--- config.mk ---
export PLATFORM = sky130hd
export DESIGN_NAME = pc_stage
export DESIGN_NICKNAME = d
export VERILOG_FILES = /design/src/rtl/pc_stage_pkg.sv /design/src/rtl/if_id_reg.sv /design/src/rtl/pc_stage.sv
export SDC_FILE = /design/constraint.sdc
export NUM_CORES = 1
export LEC_CHECK = 0
export ABC_AREA = 1
export CELL_PAD_IN_SITES_DETAIL_PLACEMENT = 0
export CELL_PAD_IN_SITES_GLOBAL_PLACEMENT = 1
export CORE_MARGIN = 2
export CORE_UTILIZATION = 34
export CTS_CLUSTER_DIAMETER = 100
export DETAILED_ROUTE_END_ITERATION = 8
export PLACE_DENSITY = 0.83
export SLEW_MARGIN = 20
export SYNTH_ARGS = -nofsm -noshare
export SYNTH_HDL_FRONTEND = slang
export SYNTH_SLANG_ARGS = --single-unit
--- constraint.sdc ---
create_clock -name clk -period 4.4 [get_ports clk]
set_input_delay 0.66 -clock clk [delete_from_list [all_inputs] [get_ports clk]]
set_output_delay 0.66 -clock clk [all_outputs]
set_load 0.02 [all_outputs]
--- src/rtl/pc_stage_pkg.sv ---
// Shared types and constants for the instruction-fetch PC stage.
// Holds the FSM state encoding, the IF/ID payload struct and default parameter values.
package pc_stage_pkg;

  localparam int unsigned XLEN = 32;

  localparam logic [XLEN-1:0] RESET_PC_DEFAULT  = 32'h0000_0000;
  localparam logic [XLEN-1:0] HALT_INSN_DEFAULT = 32'h0000_006f;
  localparam logic [XLEN-1:0] NOP_INSN          = 32'h0000_0013;
  localparam logic [XLEN-1:0] PC_STEP           = 32'h0000_0004;

  typedef enum logic [1:0] {
    ST_BOOT = 2'd0,
    ST_RUN  = 2'd1,
    ST_HALT = 2'd2
  } pc_state_e;

  // Payload carried through the IF/ID register.
  typedef struct packed {
    logic [XLEN-1:0] pc;
    logic [XLEN-1:0] ir;
  } ifid_t;

  // Force an address onto a word boundary.
  function automatic logic [XLEN-1:0] word_align(input logic [XLEN-1:0] addr);
    return addr & ~XLEN'(3);
  endfunction

endpackage

--- src/rtl/if_id_reg.sv ---
// IF/ID pipeline register: loads on enable, drops the valid bit on flush.
// Flush has priority over enable; payload is kept on flush.
module if_id_reg
  import pc_stage_pkg::*;
(
  input  logic  clk,
  input  logic  rst,
  input  logic  en_i,
  input  logic  flush_i,
  input  ifid_t data_i,
  output logic  valid_o,
  output ifid_t data_o
);

  logic  valid_q, valid_d;
  ifid_t data_q,  data_d;

  // Next-state selection for the held instruction.
  always_comb begin
    valid_d = valid_q;
    data_d  = data_q;
    if (flush_i) begin
      valid_d = 1'b0;
    end else if (en_i) begin
      valid_d = 1'b1;
      data_d  = data_i;
    end
  end

  always_ff @(posedge clk) begin
    if (rst) begin
      valid_q <= 1'b0;
      data_q  <= '{pc: '0, ir: NOP_INSN};
    end else begin
      valid_q <= valid_d;
      data_q  <= data_d;
    end
  end

  assign valid_o = valid_q;
  assign data_o  = data_q;

endmodule

--- src/rtl/pc_stage.sv ---
// Fetch stage: PC generation, BOOT/RUN/HALT control, fetch counter and the IF/ID latch.
// Halt detection on HALT_INSN is built only when PC_STAGE_HALT_DETECT_EN is defined.
module pc_stage
  import pc_stage_pkg::*;
#(
  parameter logic [31:0] RESET_PC  = RESET_PC_DEFAULT,
  parameter logic [31:0] HALT_INSN = HALT_INSN_DEFAULT
) (
  input  logic        clk,
  input  logic        rst,
  output logic [31:0] pc,
  input  logic [31:0] ir,
  input  logic        redirect_valid,
  input  logic [31:0] redirect_pc,
  input  logic        id_ready,
  output logic        id_valid,
  output logic [31:0] id_pc,
  output logic [31:0] id_ir,
  output logic        halted,
  output logic [31:0] fetch_cnt
);

`ifdef PC_STAGE_HALT_DETECT_EN
  localparam bit HaltDetectEn = 1'b1;
`else
  localparam bit HaltDetectEn = 1'b0;
`endif

  localparam logic [XLEN-1:0] BootPc = word_align(RESET_PC);

  pc_state_e       state_q, state_d;
  logic [XLEN-1:0] pc_q, pc_d;
  logic [XLEN-1:0] cnt_q, cnt_d;
  logic            halted_q, halted_d;

  logic            capture_c;
  logic            flush_c;
  logic            halt_hit_c;
  logic            ifid_valid_c;
  ifid_t           ifid_in_c;
  ifid_t           ifid_out_c;

  assign halt_hit_c = HaltDetectEn && (ir == HALT_INSN);

  // Next-state, PC, counter and IF/ID control.
  always_comb begin
    state_d   = state_q;
    pc_d      = pc_q;
    cnt_d     = cnt_q;
    halted_d  = halted_q;
    capture_c = 1'b0;
    flush_c   = 1'b0;

    unique case (state_q)
      ST_BOOT: begin
        state_d = ST_RUN;
        pc_d    = BootPc;
      end

      ST_RUN: begin
        if (redirect_valid) begin
          pc_d    = word_align(redirect_pc);
          flush_c = 1'b1;
        end else if (!ifid_valid_c || id_ready) begin
          capture_c = 1'b1;
          pc_d      = pc_q + PC_STEP;
          cnt_d     = cnt_q + XLEN'(1);
          if (halt_hit_c) begin
            state_d  = ST_HALT;
            halted_d = 1'b1;
          end
        end
      end

      ST_HALT: begin
        // The halting instruction drains once decode takes it.
        halted_d = 1'b1;
        flush_c  = id_ready;
      end

      default: begin
        state_d = ST_BOOT;
      end
    endcase
  end

  always_ff @(posedge clk) begin
    if (rst) begin
      state_q  <= ST_BOOT;
      pc_q     <= BootPc;
      cnt_q    <= '0;
      halted_q <= 1'b0;
    end else begin
      state_q  <= state_d;
      pc_q     <= pc_d;
      cnt_q    <= cnt_d;
      halted_q <= halted_d;
    end
  end

  assign ifid_in_c.pc = pc_q;
  assign ifid_in_c.ir = ir;

  if_id_reg u_if_id_reg (
    .clk     (clk),
    .rst     (rst),
    .en_i    (capture_c),
    .flush_i (flush_c),
    .data_i  (ifid_in_c),
    .valid_o (ifid_valid_c),
    .data_o  (ifid_out_c)
  );

  assign pc        = pc_q;
  assign fetch_cnt = cnt_q;
  assign halted    = HaltDetectEn ? halted_q : 1'b0;
  assign id_valid  = ifid_valid_c;
  assign id_pc     = ifid_out_c.pc;
  assign id_ir     = ifid_out_c.ir;

endmodule

# Word-level counts from Yosys, hierarchy flattened
# Cells that the tools add are included.
# op_classes
div_mod_pow,0
eq_ne,3
multipliers,0
order_cmp,0
n_shift,0
n_addsub,2
mux,9
reduce_logical,9
n_bitwise,2
# ops
cell,count
32-bit 2-to-1 mux,2
32-bit case mux with 2 select lines,1
"32-bit by 1-bit adder with 32-bit output, second input constant",1
"32-bit by 3-bit adder with 32-bit output, second input constant",1
1-bit 2-to-1 mux,4
2-bit case mux with 2 select lines,1
2-bit AND reduction,2
2-bit OR reduction,2
"3-bit != test, second input constant",1
3-bit AND reduction,1
"2-bit by 1-bit equality test with 1-bit output, second input constant",1
"2-bit equality test, second input constant",1
2-bit logical NOT,1
1-bit NOT,2
1-bit case mux with 2 select lines,1
2-bit nonzero test,1
1-bit logical NOT,1
1-bit logical OR,1
# totals
word_cells,31
out_inout_bits,130
n_memories,0
latchBits,0
regBits,131
in_bits,68
mem_bits_ro,0
mem_bits_rw,0

# Logic depth before layout (Yosys ltp)
# logic_depth
word_depth,6
mapped_depth,11

# Modules after synthesis
# A second synthesis with hierarchy kept.
# unflattened
hier_cells,1058
hier_area_um2,6790.3
# modules_own_cells
mod,cells_each,instances,area_per_inst_um2,seq_area_each_um2
pc_stage,646,1,4062.6,1261.2
if_id_reg,412,1,2727.6,1301.2

# Worst setup path before layout
# No wires, ideal clock.
# synth_path
path_type,register to register
startpoint,register cnt_q[1] (netlist: fetch_cnt[1])
endpoint,register cnt_q[20] (netlist: fetch_cnt[20])
path_stages_with_launch,9
arrival_ps,1554
slack_ps,2730
period_less_slack_ps,1670
path_cell_list,dfxtp_1 -> ha_1 -> nand3_1 -> nor2_4 -> nand3_2 -> nor2_2 -> nand3_1 -> o21ai_0 -> nor2_1
# synth_between
elab_chain_len,1
# synth_rtl
item,line,rtl
from (decl),pc_stage.sv:33,"logic [XLEN-1:0] cnt_q, cnt_d;"
from (signal assigned),pc_stage.sv:96,cnt_q <= cnt_d;
32-bit by 1-bit adder with 32-bit output,pc_stage.sv:67,cnt_d = cnt_q + XLEN'(1);
# Every way passes these cells.
# A chain may end at the register's enable or synchronous reset.

# Worst setup path after layout
# layout_path
startpoint,input port redirect_valid
endpoint,"register u_if_id_reg.data_q, in the netlist u_if_id_reg.data_o[48]"
# layout_between
elab_chain_len,4
# layout_rtl
item,line,rtl
from (decl),pc_stage.sv:13,"input logic redirect_valid,"
1-bit 2-to-1 mux,pc_stage.sv:61,if (redirect_valid) begin
1-bit case mux with 2 select lines,pc_stage.sv:54,unique case (state_q)
1-bit NOT (no source line),--,
2-bit AND reduction (no source line) (*),--,
to (signal assigned),if_id_reg.sv:33,"data_q <= '{pc: '0, ir: NOP_INSN};"
to (signal assigned),if_id_reg.sv:36,data_q <= data_d;
to (decl),if_id_reg.sv:16,"ifid_t data_q, data_d;"
# Mark *: on every way between the ends. The rest lies on a longest branch, timed or not.

==> impl_metrics.json <==
{
  "antenna_left": 0,
  "use_met1_pct": 27.6,
  "path_cells": "clkdlybuf4s50_1 > nor2_8 > nand2_4 > inv_2 > buf_12 > o21ai_0 > a21oi_1",
  "cp_max_fo": 52,
  "ir_worst_vdd_mv": 0.273,
  "routed_wl_mm": 19.5,
  "cp.required_ps": 4750,
  "power_leakage_nw": 3.04,
  "diodes": 0,
  "start_util_pct": 34.9,
  "ys_seq_area_share_pct": 41.5,
  "final_layout_size_suffix_gt1_share_pct": 6.96,
  "crit_path_top_delay_cell": "inv_2",
  "period_share_pct": 61.9,
  "core-area_sq_mm": 0.0174,
  "avgRoutedWirePerCell_um": 15.0,
  "vias_per_cell": 4.91,
  "start_kind": "input port",
  "hpwl_mm": 13.8,
  "grt_use_met3_pct": 5.70,
  "use_met2_pct": 31.8,
  "syn_to_final_growth_pct": 43.5,
  "grt_start_max_net_pins": 53,
  "rows": 48,
  "fmax_ghz": 0.367,
  "synth-seq-cells": 126,
  "drcViolationCount": 0,
  "syn_avg_cell_area_sq_um": 6.83,
  "power.total_mw": 3.06,
  "die_y_um": 138,
  "slew_headroom_pct": 31.1,
  "nets": 1135,
  "path_class": "in -> reg",
  "layout_min_cycle_time_ps": 2720,
  "finalSetupTns_ps": 0,
  "slowest_delay_ps": 710,
  "hold_viol_final": 0,
  "gp_congestion": 0.890,
  "clk_pin_slew_ps": 60,
  "grt.busiest_layer": "met2",
  "clk_path_buf_depth": 2,
  "cts_root_buf": "clkbuf_16",
  "ios": 198,
  "worstPathArrival_ps": 3070,
  "synth_cells": 891,
  "max_cap_viol_count": 0,
  "drt_iter0_drc": 261,
  "die-width_um": 138,
  "cts.sink_count": 126,
  "first_global_vias": 5734,
  "yosysWarnings": 0,
  "first_pass_iters": 7,
  "status": "completed",
  "p_per_area_mw_per_mm2": 350,
  "end_kind": "flop",
  "clk_latency_ps": 420,
  "dieArea_sq_mm": 0.0190,
  "post_cts_buffers": 0,
  "syn-cell-area_sq_mm": 0.00608,
  "grt_pass1_wl_mm": 30.3,
  "gr-total-overflow": 0,
  "ctsResizeCount": 0,
  "io_buffers": 190,
  "synth.distinct_cells": 36,
  "grtUsageTotal_pct": 20.4,
  "skew_ps": 8.45,
  "antenna_found_initial": 0,
  "fillers": 1782,
  "ctsHoldBuffers": 0,
  "setup-violations-final": 0,
  "cts_buffers": 17,
  "drv_slew": 0,
  "worst_slew_pin_slew_ps": 1030,
  "dr_total_vias": 6400,
  "h-tree-depth": 4,
  "cts_tree": "yes",
  "rsz0062_at_grt": "no",
  "hold_path.class": "reg -> reg"
}
final timing paths:
| check | startpoint | end | slack, ps | depth (start not counted) |
|---|---|---|---|---|
| max | redirect_valid | u_if_id_reg.data_o[48] | 1680 | 7 |
| min | u_if_id_reg.data_o[4] | u_if_id_reg.data_o[4] | 470 | 2 |
| max reg2reg | state_q[0] | u_if_id_reg.data_o[48] | 2040 | 7 |
| min reg2reg | u_if_id_reg.data_o[4] | u_if_id_reg.data_o[4] | 470 | 2 |
flip-flops by register name, summed over array words and instances (netlist names):
name                 flops
pc                      30
fetch_cnt               32
state_q                  1
u_if_id_reg.data_o      62
u_if_id_reg.valid_o      1
kinds of logic after synthesis:
kind of cell | count (synthesis) | share of synthesized area (%)
AND/OR/NAND/NOR | 414 | 30.2
AO/OA/AOI/OAI | 225 | 19.0
adder cells (fa/ha/maj) | 2 | 0.411
buffers and inverters | 117 | 7.96
other | 1 | 0.0616
XOR/XNOR | 6 | 0.864
flip-flops | 126 | 41.5
stage by stage:
step                      area [sq um]  instances  setup slack, ps  util, %  hold slack (ps)
after floorplan                   6100        895             2730        -              500
after global placement            8130       1271             1210     46.7              452
after detailed placement          8130       1271             1160     46.7              457
after CTS                         8730       1303             1610     50.1              471
after global routing              8730       1303             1400     50.1              487
final                             8730       1303             1680     50.1              468
area by class of cell:
type / instances / area, sq um / share of cell area (%)
Multi-Input combinational cell: 652 / 3090 / 35.4
Sequential cell: 126 / 2520 / 28.9
Timing Repair Buffer: 197 / 1970 / 22.5
Clock buffer: 20 / 457 / 5.23
Tap cell: 225 / 282 / 3.22
Inverter: 71 / 267 / 3.05
Clock inverter: 12 / 143 / 1.63
Yosys cell counts (all sizes together):
cell type,n,share of area (%)
a211oi,2,0.25
a21oi,106,8.7
a221oi,5,0.72
a31oi,1,0.10
a41oi,1,0.14
and2,1,0.10
and3,1,0.10
buf,26,2.3
clkbuf,20,1.3
conb,1,0.062
dfxtp,126,41
ha,2,0.41
inv,71,4.4
nand2,175,11
nand3,46,4.1
nand3b,9,1.1
nand4,10,1.0
nor2,159,11
nor3,12,1.3
nor3b,1,0.12
o21a,1,0.12
o21ai,109,9.0
xor2,6,0.86
critical path, delay by kind of cell:
family	cells	cell delay, ps
and+or+nand+nor	2	660
AOI/OAI and AO/OA	2	240
buffers and inverters	3	1480
layout by cell type (no fill, tap or decap), types with 2 or more instances in the layout:
| cell | instances |
|---|---|
| clkdlybuf4s50_1 | 190 |
| nand2_1 | 168 |
| nor2_1 | 142 |
| dfxtp_1 | 126 |
| o21ai_0 | 106 |
| a21oi_1 | 106 |
| inv_1 | 63 |
| nand3_1 | 42 |
| clkbuf_16 | 17 |
| nand4_1 | 10 |
| nor2_2 | 10 |
| nor3_1 | 10 |
| nand3b_1 | 9 |
| inv_2 | 7 |
| nand2_2 | 6 |
| nor2_4 | 6 |
| xor2_1 | 6 |
| clkinv_2 | 6 |
| buf_4 | 6 |
| a221oi_1 | 5 |
| conb_1 | 5 |
| nand3_2 | 4 |
| o21ai_1 | 3 |
| clkinvlp_4 | 3 |
| bufinv_16 | 3 |
| a211oi_1 | 2 |
| ha_1 | 2 |
| clkbuf_8 | 2 |
power by group:
part	switching [mW]	total [mW]	internal [mW]
clock	0.523	1.44	0.914
combinational	0.207	0.389	0.182
sequential	0.0391	1.23	1.19
metal layers:
layer	wire, um	part of all wire (%)
met5	0	0
met2	8570	44
met3	1760	9.0
met1	8950	46
met4	263	1.3
Power figures use the tool's default switching activity.
